===== src/rtl/axis_pkg.sv =====
// axis_pkg: helpers and reset constants shared by the axis stream blocks
package axis_pkg;
   localparam logic AXIS_TREADY_RST     = 1'b0;
   localparam logic AXIS_TVALID_RST     = 1'b0;
   localparam logic AXIS_PROG_FULL_RST  = 1'b0;
   localparam logic AXIS_PROG_EMPTY_RST = 1'b1;
   function automatic int clog2(input int n);
      int r;
      r = 0;
      while ((1 << r) < n) r++;
      return r;
   endfunction
   function automatic int entry_width(input int dw);
      return dw + 1;
   endfunction
endpackage


===== src/rtl/axis_fifo_pkt_ram.sv =====
// axis_fifo_pkt_ram: inferred simple dual-port RAM with registered read
module axis_fifo_pkt_ram
   import axis_pkg::*;
#(
   parameter int WIDTH = 73,
   parameter int DEPTH = 16,
   localparam int AW = clog2(DEPTH)
) (
   input  logic             clk,
   input  logic             we,
   input  logic [AW-1:0]    waddr,
   input  logic [WIDTH-1:0] wdata,
   input  logic [AW-1:0]    raddr,
   output logic [WIDTH-1:0] rdata
);
   logic [WIDTH-1:0] mem [DEPTH];
   always_ff @(posedge clk) begin
      if (we) mem[waddr] <= wdata;
      rdata <= mem[raddr];
   end
endmodule


===== src/rtl/axis_fifo_pkt.sv =====
// axis_fifo_pkt: single-clock AXI-stream FIFO with FWFT output register, thresholds and packet mode
module axis_fifo_pkt
   import axis_pkg::*;
#(
   parameter int DATA_WIDTH        = 72,
   parameter int FIFO_DEPTH        = 16,
   parameter bit PACKET_MODE       = 1'b0,
   parameter int PROG_FULL_THRESH  = FIFO_DEPTH - 2,
   parameter int PROG_EMPTY_THRESH = 2,
   localparam int AW = clog2(FIFO_DEPTH),
   localparam int EW = entry_width(DATA_WIDTH)
) (
   input  logic                  axis_clk,
   input  logic                  axis_rst_n,
   input  logic                  s_axis_tvalid,
   output logic                  s_axis_tready,
   input  logic [DATA_WIDTH-1:0] s_axis_tdata,
   input  logic                  s_axis_tlast,
   output logic                  m_axis_tvalid,
   input  logic                  m_axis_tready,
   output logic [DATA_WIDTH-1:0] m_axis_tdata,
   output logic                  m_axis_tlast,
   output logic [AW:0]           fifo_count,
   output logic                  prog_full,
   output logic                  prog_empty
);
   logic [AW-1:0] wr_ptr, rd_ptr, rd_ptr_n;
   logic [AW:0]   count, count_n, pkt_cnt, pkt_cnt_n;
   logic [EW-1:0] head, s_word, ram_q, ram_dout, fwd_data;
   logic          head_valid, bypass, bypass_n, fwd_valid, tready_r;
   logic          wr, rd, full, ram_empty, head_load, ram_pop, from_in, ram_we, head_last;
   always_comb begin
      s_word        = {s_axis_tlast, s_axis_tdata};
      head_last     = head[EW-1];
      full          = count == (AW+1)'(FIFO_DEPTH);
      s_axis_tready = tready_r;
      m_axis_tvalid = head_valid & (~PACKET_MODE | pkt_cnt != '0 | bypass);
      m_axis_tdata  = head[DATA_WIDTH-1:0];
      m_axis_tlast  = head_last;
      fifo_count    = count;
      wr            = s_axis_tvalid & tready_r;
      rd            = m_axis_tvalid & m_axis_tready;
      ram_empty     = count == (AW+1)'(head_valid);
      head_load     = ~head_valid | rd;
      ram_pop       = head_load & ~ram_empty;
      // with nothing queued behind the head, the incoming word skips the RAM
      from_in       = head_load & ram_empty & wr;
      ram_we        = wr & ~from_in;
      rd_ptr_n      = rd_ptr + AW'(ram_pop);
      ram_dout      = fwd_valid ? fwd_data : ram_q;
      count_n       = count + (AW+1)'(wr) - (AW+1)'(rd);
      pkt_cnt_n     = pkt_cnt + (AW+1)'(wr & s_axis_tlast) - (AW+1)'(rd & head_last);
      bypass_n      = (rd & head_last) ? 1'b0 : (bypass | (full & pkt_cnt == '0));
   end
   always_ff @(posedge axis_clk or negedge axis_rst_n) begin
      if (!axis_rst_n) begin
         wr_ptr     <= '0;
         rd_ptr     <= '0;
         count      <= '0;
         pkt_cnt    <= '0;
         bypass     <= 1'b0;
         head_valid <= AXIS_TVALID_RST;
         head       <= '0;
         fwd_valid  <= 1'b0;
         fwd_data   <= '0;
         tready_r   <= AXIS_TREADY_RST;
         prog_full  <= AXIS_PROG_FULL_RST;
         prog_empty <= AXIS_PROG_EMPTY_RST;
      end else begin
         if (ram_we) wr_ptr <= wr_ptr + AW'(1);
         rd_ptr  <= rd_ptr_n;
         count   <= count_n;
         pkt_cnt <= pkt_cnt_n;
         bypass  <= bypass_n;
         if (head_load) head_valid <= ram_pop | from_in;
         if (ram_pop) head <= ram_dout;
         else if (from_in) head <= s_word;
         // read-before-write RAM misses a word written to the address being fetched
         fwd_valid  <= ram_we && wr_ptr == rd_ptr_n;
         fwd_data   <= s_word;
         tready_r   <= count_n != (AW+1)'(FIFO_DEPTH);
         prog_full  <= int'(count_n) >= PROG_FULL_THRESH;
         prog_empty <= int'(count_n) <= PROG_EMPTY_THRESH;
      end
   end
   axis_fifo_pkt_ram #(
      .WIDTH(EW),
      .DEPTH(1 << clog2(FIFO_DEPTH - 1))
   ) u_ram (
      .clk  (axis_clk),
      .we   (ram_we),
      .waddr(wr_ptr),
      .wdata(s_word),
      .raddr(rd_ptr_n),
      .rdata(ram_q)
   );
endmodule


===== config.mk =====
export PLATFORM = sky130hd
export DESIGN_NAME = axis_fifo_pkt
export DESIGN_NICKNAME = d
export VERILOG_FILES = /design/src/rtl/axis_pkg.sv /design/src/rtl/axis_fifo_pkt_ram.sv /design/src/rtl/axis_fifo_pkt.sv
export SDC_FILE = /design/constraint.sdc
export NUM_CORES = 1
export LEC_CHECK = 0
export CORE_MARGIN = 2
export CORE_UTILIZATION = 66
export DETAILED_ROUTE_END_ITERATION = 10
export PLACE_DENSITY = 0.92
export REMOVE_ABC_BUFFERS = 1
export SYNTH_ARGS = -nofsm -noshare
export SYNTH_HDL_FRONTEND = slang
export SYNTH_SLANG_ARGS = --single-unit

===== constraint.sdc =====
create_clock -name axis_clk -period 16 [get_ports axis_clk]
set_input_delay 1.6 -clock axis_clk [delete_from_list [all_inputs] [get_ports axis_clk]]
set_output_delay 1.6 -clock axis_clk [all_outputs]
set_load 0.1 [all_outputs]

**Word-level counts from Yosys, hierarchy flattened**

Memory sizes are Yosys's and may differ from the RTL's. A register that Yosys moved wholly into a read port is not among the register bits.
Index checks and enable logic that the tools add are counted.

- Flip-flop bits (word level): 164
- RAM bits: 1168
- Memories kept: 1
- Output and inout port bits: 82
- Logic and storage cells: 38

Memories:

| memory | depth | width | rd ports | clocked after memory_dff | wr ports | line | source |
|---|---|---|---|---|---|---|---|
| u_ram.mem | 16 | 73 | 1 | 1 | 1 | axis_fifo_pkt_ram.sv:16 | `logic [WIDTH-1:0] mem [DEPTH];` |

- Magnitude comparators: 2
- Muxes and demuxes: 5
- Reductions and logical operators: 2
- $add $sub $neg: 4
- Equal/unequal tests: 3
- Bitwise operators: 11

Operators by type and width:

| kind | count |
|---|---|
| $mux 73 | 3 |
| $and 1x1->1 | 6 |
| $add 5x1->5 | 1 |
| $eq 5x1->1 | 1 |
| $ge 5x4->1 const B | 1 |
| $le 5x2->1 const B | 1 |
| $ne 5x5->1 const B | 1 |
| $sub 5x1->5 | 1 |
| $add 4x1->4 | 1 |
| $add 4x1->4 const B | 1 |
| $eq 4x4->1 | 1 |
| $not 1->1 | 3 |
| $mux 1 | 2 |
| $or 1x1->1 | 2 |
| $reduce_bool 2->1 | 1 |
| $logic_and 1x1->1 | 1 |

**Logic depth before layout (Yosys ltp)**

Gate-level depths: netlist of run 1.

- Depth after elaboration: 8
- Depth in mapped cells: 15
- Depth with buffers taken out: 11

**Cells and area by module**

Synthesis of run 1 repeated with hierarchy kept, for this count alone.

- Cell total of the unflattened synthesis: 2350
- Area total of the unflattened synthesis: 52105.0 sq um

Modules (own cells, without submodules):

| module | area an instance (sq um) | cells an instance | times used |
|---|---|---|---|
| axis_fifo_pkt_ram | 45127.0 | 1875 | 1 |
| axis_fifo_pkt | 6977.9 | 475 | 1 |

**Worst setup path after synthesis of run 1**

Ideal clock, no wire load.

- Kind: input to register
- From: in m_axis_tready
- To: mem u_ram.mem[3][0] (enable)
- Cell stages on the path: 5
- Slack: 8.111 ns
- Required time: 15.406 ns
- Data arrival time: 7.295 ns
- Setup time: 0.594 ns
- Cells stage by stage: a21bo_2 -> a31oi_1 -> clkbuf_1 -> nand2_1 -> nor3_1

- Word-level cells in the longest chain between the ends: 8

Ends and longest elaborated chain:

| element | line | source |
|---|---|---|
| from (decl) | axis_fifo_pkt.sv:20 | `input logic m_axis_tready,` |
| $and 1x1->1 | axis_fifo_pkt.sv:42 | `rd = m_axis_tvalid & m_axis_tready;` |
| $or 1x1->1 | axis_fifo_pkt.sv:44 | `head_load = ~head_valid \| rd;` |
| $and 1x1->1 (2 in a row) | axis_fifo_pkt.sv:47 | `from_in = head_load & ram_empty & wr;` |
| $not 1->1 | axis_fifo_pkt.sv:48 | `ram_we = wr & ~from_in;` |
| $and 1x1->1 | axis_fifo_pkt.sv:48 |  |
| $mux 1 | axis_fifo_pkt_ram.sv:18 | `if (we) mem[waddr] <= wdata;` |
| $mux 1 (implied by the code) | axis_fifo_pkt_ram.sv:18 |  |
| to (decl) | axis_fifo_pkt_ram.sv:16 |  |

No other way between the ends.

**Worst setup path in the final report of run 1**

- From: in m_axis_tready
- To: reg u_ram.rdata[53], read port of u_ram.mem

- Word-level cells in the longest chain between the ends: 4

Ends and longest elaborated chain:

| element | line | source |
|---|---|---|
| $and 1x1->1 | axis_fifo_pkt.sv:42 |  |
| $or 1x1->1 | axis_fifo_pkt.sv:44 |  |
| $and 1x1->1 | axis_fifo_pkt.sv:45 | `ram_pop = head_load & ~ram_empty;` |
| $add 4x1->4 | axis_fifo_pkt.sv:49 | `rd_ptr_n = rd_ptr + AW'(ram_pop);` |
| named net rd_ptr_n[0] | axis_fifo_pkt.sv:27 | `logic [AW-1:0] wr_ptr, rd_ptr, rd_ptr_n;` |
| to (decl) | axis_fifo_pkt_ram.sv:14 | `output logic [WIDTH-1:0] rdata` |

The timed path passes the listed nets, and every way through them passes these cells.
A chain may end at the register's enable or synchronous reset.

==> impl_metrics.ini, run 1 <==
[drt]
via_per_inst = 7.19
num_vias = 27688
drcViolationCount = 0
drtPass1Iterations = 8
wire_per_inst_um = 35.3
final_antenna_net_count = 0
wl_mm = 136
drt_iter0_drc = 3949

[synth]
synthesis.area_mm2 = 0.0527
ys_seq_area_share_pct = 77.1
synthXorXnorAreaFrac_pct = 0.233
synth_cell_type_count = 39
synth_compound_area_share_pct = 2.01
synth_adder_area_share_pct = 0.323
yosys_most_used_dff = edfxtp_1
synthMuxAreaShare_pct = 16.7
ys_seq_elements = 1405
synth_top_family_by_area = multiplexers
synth-warning-count = 0
synthSimpleGateAreaFrac_pct = 2.28
synth-edff-count = 1168
asyncSetResetFlopFracSynth_pct = 11.7
netlist_instances = 2497
avgSynthCellArea_um2 = 21.1

[critical_path]
worst_path_largest_cell_delay_ps = 900
crit_required_ps = 16580
cpMostUsedCell = mux2i_1
cp-end-kind = flop
path_cells = clkdlybuf4s50_1, nand2b_1, o21ai_4, inv_1, ha_4, buf_4, buf_12, mux4_2, mux2i_1, mux2i_1
crit_family = buffers and inverters
crit_fanout = 129
critPathArrivalTime_ps = 6410
cp-start-kind = input port
reg2reg_slack_ps = 10580
crit_path_top_delay_cell = buf_4
path_buf_inv = 4
path_class = input port to flop

[clocking]
root_buffer = clkbuf_16
clkSlewWorstSetupHoldPaths_ps = 60
cts_tree = yes
numCtsBuffers = 134
worstSkewPairLatency_ps = 750
clk_path_buf_depth = 3
htreeDepth = 4
cts_resized = 0
cts_hold_buf = 0
clock_sinks = 1405
post_cts_buffers = 0

[sta]
hold_viol = 0
slew_headroom_pct = 8.95
worst_slack_ps = 10170
finalSetupViolCount = 0
slew_viol_final = 0
fin_crit_ps = 5830
fin_crit_sh_pct = 36.5
grt_setup_unrepaired = false
fin_tns_setup_ps = 0
fin_worst_skew_ps = 30.7
fmax_mhz = 171
tightest_slew_ps = 1370

[power_and_ir_drop]
switchingPower_mw = 4.59
ir_drop_uv = 270
p_sw_share_pct = 35.9
power.share.combinational_pct = 37.5
seqPwrFrac_pct = 37.7
p_per_area_mw_per_mm2 = 214
clkPwrFrac_pct = 24.8
p_int_mw = 8.21
leakagePower_nw = 20.2

[floorplanning]
fp.dieW_um = 287
num_rows = 103
core_mm2 = 0.0790
start_util_pct = 66.7
die_area_mm2 = 0.0822
die_h_um = 287
io_pins = 159

[grt]
grt_pass1_vias = 29036
busiest_layer = met2
antenna_found_initial = 2
grt_util_met2_pct = 57.7
grt_pass1_wl_mm = 196
grt_util_met1_pct = 42.1
grt_use_total_pct = 33.9
use_met3_pct = 7.00
gr-total-overflow = 0
grt_max_degree = 173

[finish]
regArea_mm2 = 0.0406
multi_input_area_mm2 = 0.0115
fillCellCount = 3836
nets = 2779
drive_gt1_share_pct = 19.5
syn_to_final_growth_pct = 13.3
final_cells = 3853
stdcell_area_mm2 = 0.0597

[worst_hold_path]
hp-class = flop to flop

[placed_design]
place_area_mm2 = 0.0554
pre_cts_ws_ps = 9470
gp_congestion = 0.748
post-dp-hpwl_mm = 60.5
portBuffers = 158
dp_cells = 3603

[outcome]
status = completed

[flow_run]
drv_cap = 0
[synth_stat cells (all sizes together) (12+ instances only)]
cell / instances / area share [%]
edfxtp: 1168 / 67
mux4: 292 / 12
mux2i: 223 / 4.2
dfrtp: 163 / 7.7
nand2: 141 / 1.0
buf: 100 / 1.0
dfxtp: 73 / 2.8
nor2b: 72 / 0.85
a31oi: 70 / 0.83
a211oi: 69 / 0.98
clkbuf: 38 / 0.27
and3: 15 / 0.18
ha: 12 / 0.28
[layer usage]
| layer | vias to the layer above | wire (µm) |
|---|---|---|
| met3 | 499 | 13300 |
| met4 | 2 | 6700 |
| met1 | 14436 | 44700 |
| met2 | 2204 | 71300 |
| met5 | - | 10 |
| li1 | 10547 | - |
[registers in the layout (all words and copies together), names as in the netlist, 4 cells and up]
register     cells
fifo_count       5
fwd_data        73
head            73
rd_ptr           4
u_ram.mem     1168
u_ram.rdata     73
wr_ptr           4
[through the flow]
step | hold WS [ps] | power, mW | utilization [%]
after global placement | 505 | 9.21 | 70.2
final | 548 | 12.8 | 75.6
after floorplan | 524 | 9.50 | -
after detailed placement | 498 | 9.47 | 70.2
after CTS | 535 | 12.8 | 75.6
after global routing | 563 | 13.2 | 75.6
[logic make-up after synthesis]
| logic type | after synthesis |
|---|---|
| flops | 1405 |
| mux | 515 |
| simple gates | 251 |
| compound gates | 152 |
| buf+inv | 147 |
| xor+xnor | 14 |
| fa+ha+maj | 13 |
[final cells by class]
type                    instances  share of cell area [%]
inverters                       9                  0.0565
clock buffers                 190                    6.20
clock inverters                56                    1.03
diodes                          4                  0.0168
well taps                    1050                    2.20
repair buffers                194                    3.17
multi-input cells             945                    19.3
flip-flops and latches       1405                    68.0
[worst paths after layout]
path                                         start                       to  depth (start not counted)
setup / recovery                     m_axis_tready  u_ram.rdata[53]$_DFF_P_                         10
hold / removal                head[68]$_DFFE_PN0P_     head[68]$_DFFE_PN0P_                          1
setup reg to reg           fifo_count[2]$_DFF_PN0_  u_ram.rdata[53]$_DFF_P_                         11
hold reg to reg               head[68]$_DFFE_PN0P_     head[68]$_DFFE_PN0P_                          1
max in group asynchronous               axis_rst_n     head[47]$_DFFE_PN0P_                          2
min in group asynchronous               axis_rst_n     head[65]$_DFFE_PN0P_                          1
[cells in the final DEF, fill, tap and decap left out, drive strengths merged, types with 2 or more instances in the layout]
cell	synthesis	final
nor3	2	2
nor2b	72	72
nand2b	2	2
a31oi	70	70
ha	12	12
a221o	4	4
nand4	3	3
clkinv	0	30
mux4	292	292
nand2	141	141
clkbuf	38	191
edfxtp	1168	1168
and2	3	3
nand3	2	2
clkdlybuf4s50	0	157
xnor2	8	8
o21ai	2	2
and3	15	15
dfrtp	163	163
mux2i	223	223
a211oi	69	69
a21oi	2	2
nor2	8	8
clkinvlp	0	6
xor2	6	6
buf	100	36
diode	0	4
inv	9	19
dfxtp	73	73
bufinv	0	10
[power groups by stage]
stage	clock, mW	combinational [mW]	sequential (mW)
finish	3.18	4.80	4.83
global route	3.31	4.99	4.85
CTS	3.19	4.80	4.82
detailed placement	0	4.61	4.86
global placement	0	4.40	4.81
floorplan	0	3.97	5.53
(Power assumes the default switching activity.)
==> run 2, diff against run 1 <==
--- a/config.mk
+++ b/config.mk
@@ -6,9 +6,9 @@
 export NUM_CORES = 1
 export LEC_CHECK = 0
 export CORE_MARGIN = 2
-export CORE_UTILIZATION = 66
+export CORE_UTILIZATION = 61
 export DETAILED_ROUTE_END_ITERATION = 10
-export PLACE_DENSITY = 0.92
+export PLACE_DENSITY = 0.86
 export REMOVE_ABC_BUFFERS = 1
 export SYNTH_ARGS = -nofsm -noshare
 export SYNTH_HDL_FRONTEND = slang
==> constraint.sdc (replaced) <==
create_clock -name axis_clk -period 5.8 [get_ports axis_clk]
set_input_delay 0.58 -clock axis_clk [delete_from_list [all_inputs] [get_ports axis_clk]]
set_output_delay 0.58 -clock axis_clk [all_outputs]
set_load 0.1 [all_outputs]
==> impl_metrics.ini, run 2 (same netlist as run 1, synthesis figures left out) <==
[grt]
grt_pass1_wl_mm = 189
antenna_found_initial = 3
grt_pass1_vias = 28201
gr-total-overflow = 0
grt_use_total_pct = 29.3
grt_max_degree = 91

[sta]
tightest_slew_ps = 1150
hold_viol = 0
worst_slack_ps = 1460
fin_worst_skew_ps = 31.0
fin_crit_sh_pct = 74.9
slew_viol_final = 0
grt_setup_unrepaired = false
slew_headroom_pct = 23.0
fmax_mhz = 230
fin_crit_ps = 4340
hold-worst-slack_ps = 409
finalSetupViolCount = 0

[placed_design]
gp_congestion = 0.727
pre_cts_ws_ps = 1510
portBuffers = 158
post-dp-hpwl_mm = 57.6

[critical_path]
crit_path_top_delay_cell = ha_4
worst_path_largest_cell_delay_ps = 880
reg2reg_depth = 11
critPathArrivalTime_ps = 4950
path_class = flop to flop
crit_required_ps = 6400
crit_fanout = 57
reg2reg_slack_ps = 1460
reg2reg_to = u_ram.rdata[60]$_DFF_P_
path_cells = inv_1, ha_1, or3b_1, o21ai_4, inv_1, ha_4, ha_4, buf_4, mux4_2, mux2i_1, mux2i_1
cp-end-kind = flop
r2r_start = fifo_count[3]$_DFF_PN0_
cp-start-kind = flop

[clocking]
post_cts_buffers = 0
worstSkewPairLatency_ps = 740
numCtsBuffers = 134
clock_sinks = 1405
cts_resized = 0
clkSlewWorstSetupHoldPaths_ps = 60
cts_tree = yes
htreeDepth = 4
root_buffer = clkbuf_16
cts_hold_buf = 1
clk_path_buf_depth = 3

[finish]
nets = 2785
fillCellCount = 4755
drive_gt1_share_pct = 20.0
layout_commonest_cell = edfxtp_1
largest_register_ffs = 1168
syn_to_final_growth_pct = 14.5
top_register = u_ram.mem
diodes = 0
layout_common_cells = edfxtp_1, mux4_2, mux2i_1

[drt]
num_vias = 26748
wl_mm = 128
via_per_inst = 6.77
drtPass1Iterations = 5
final_antenna_net_count = 0
drcViolationCount = 0
drt_iter0_drc = 3549
wire_per_inst_um = 32.3

[power_and_ir_drop]
leakagePower_nw = 20.4
ir_drop_uv = 606
p_per_area_mw_per_mm2 = 586
p_total_mw = 35.4

[floorplanning]
num_rows = 107
start_util_pct = 61.7
fp.dieW_um = 298
die_h_um = 298
die_area_mm2 = 0.0888
core_mm2 = 0.0854
io_pins = 159

[worst_hold_path]
hp-class = input port to async pin

[outcome]
status = completed

[flow_run]
drv_cap = 0
run 2: cell count changes in the layout (fill, tap and decap cells not counted), moves of 3 or more:
| cell | before | now |
|---|---|---|
| clkbuf_8 | 13 | 10 |
| clkinv_1 | 12 | 17 |
| clkinvlp_4 | 6 | 3 |
| clkinv_4 | 0 | 3 |
| buf_12 | 3 | 27 |
| diode_2 | 4 | 0 |
| clkinv_2 | 16 | 21 |
| clkbuf_1 | 43 | 34 |
| buf_4 | 33 | 14 |
| inv_16 | 2 | 5 |
| inv_6 | 8 | 4 |
| bufinv_16 | 10 | 13 |
run 2: area by class of cell:
| cell class | count | area, µm² | share of cell area, % |
|---|---|---|---|
| well taps | 1144 | 1430 | 2.37 |
| clock buffers | 180 | 3680 | 6.09 |
| clock inverters | 70 | 822 | 1.36 |
| inverters | 9 | 33.8 | 0.0559 |
| multi-input cells | 945 | 11500 | 19.1 |
| flip-flops and latches | 1405 | 40600 | 67.3 |
| repair buffers | 200 | 2240 | 3.71 |
run 2: where the power goes:
group	switching (mW)	internal [mW]	total, mW
logic	7.93	5.24	13.2
registers	0.681	12.6	13.2
clock network	3.87	5.11	8.98
total	12.5	22.9	35.4
run 2: through the flow:
stage / setup TNS (ps) / area [µm²] / utilization [%] / std cells
after CTS: 0 / 60400 / 70.7 / 3953
final: 0 / 60400 / 70.7 / 3953
after global routing: 0 / 60400 / 70.7 / 3953
after global placement: 0 / 55900 / 65.4 / 3702
after floorplan: -995290 / 52000 / - / 2359
after detailed placement: 0 / 55900 / 65.4 / 3702
run 2: how the worst max path moves through the flow:
stage / depth (start not counted) / endpoint / slack, ps / start
2_1_floorplan: 9 / u_ram.rdata[0]$_DFF_P_ / -10990 / fifo_count[3]$_DFF_PN0_
3_3_place_gp: 10 / u_ram.rdata[36]$_DFF_P_ / 1680 / fifo_count[3]$_DFF_PN0_
3_5_place_dp: 11 / u_ram.rdata[52]$_DFF_P_ / 1510 / fifo_count[3]$_DFF_PN0_
4_1_cts: 11 / u_ram.rdata[39]$_DFF_P_ / 1460 / fifo_count[3]$_DFF_PN0_
5_1_grt: 10 / u_ram.rdata[70]$_DFF_P_ / 1310 / fifo_count[2]$_DFF_PN0_
6_report: 11 / u_ram.rdata[60]$_DFF_P_ / 1460 / fifo_count[3]$_DFF_PN0_
run 2: metal layers:
metal  vias to the layer above  GRT usage (%)  share of wire (%)
li1                      10548              -                  -
met1                     13970           38.9                 36
met2                      1881           48.7                 52
met3                       343           5.24                9.1
met4                         6           11.8                3.7
met5                         -              0              0.031
run 2: worst max-delay path: cells and delay by family, from the launching register on:
family,cells,cell delay (ps)
adder cells (fa/ha/maj),3,1260
buffers and inverters,3,850
AND/OR/NAND/NOR,1,400
multiplexers,3,720
AO/OA/AOI/OAI,1,540
flip-flops,1,400
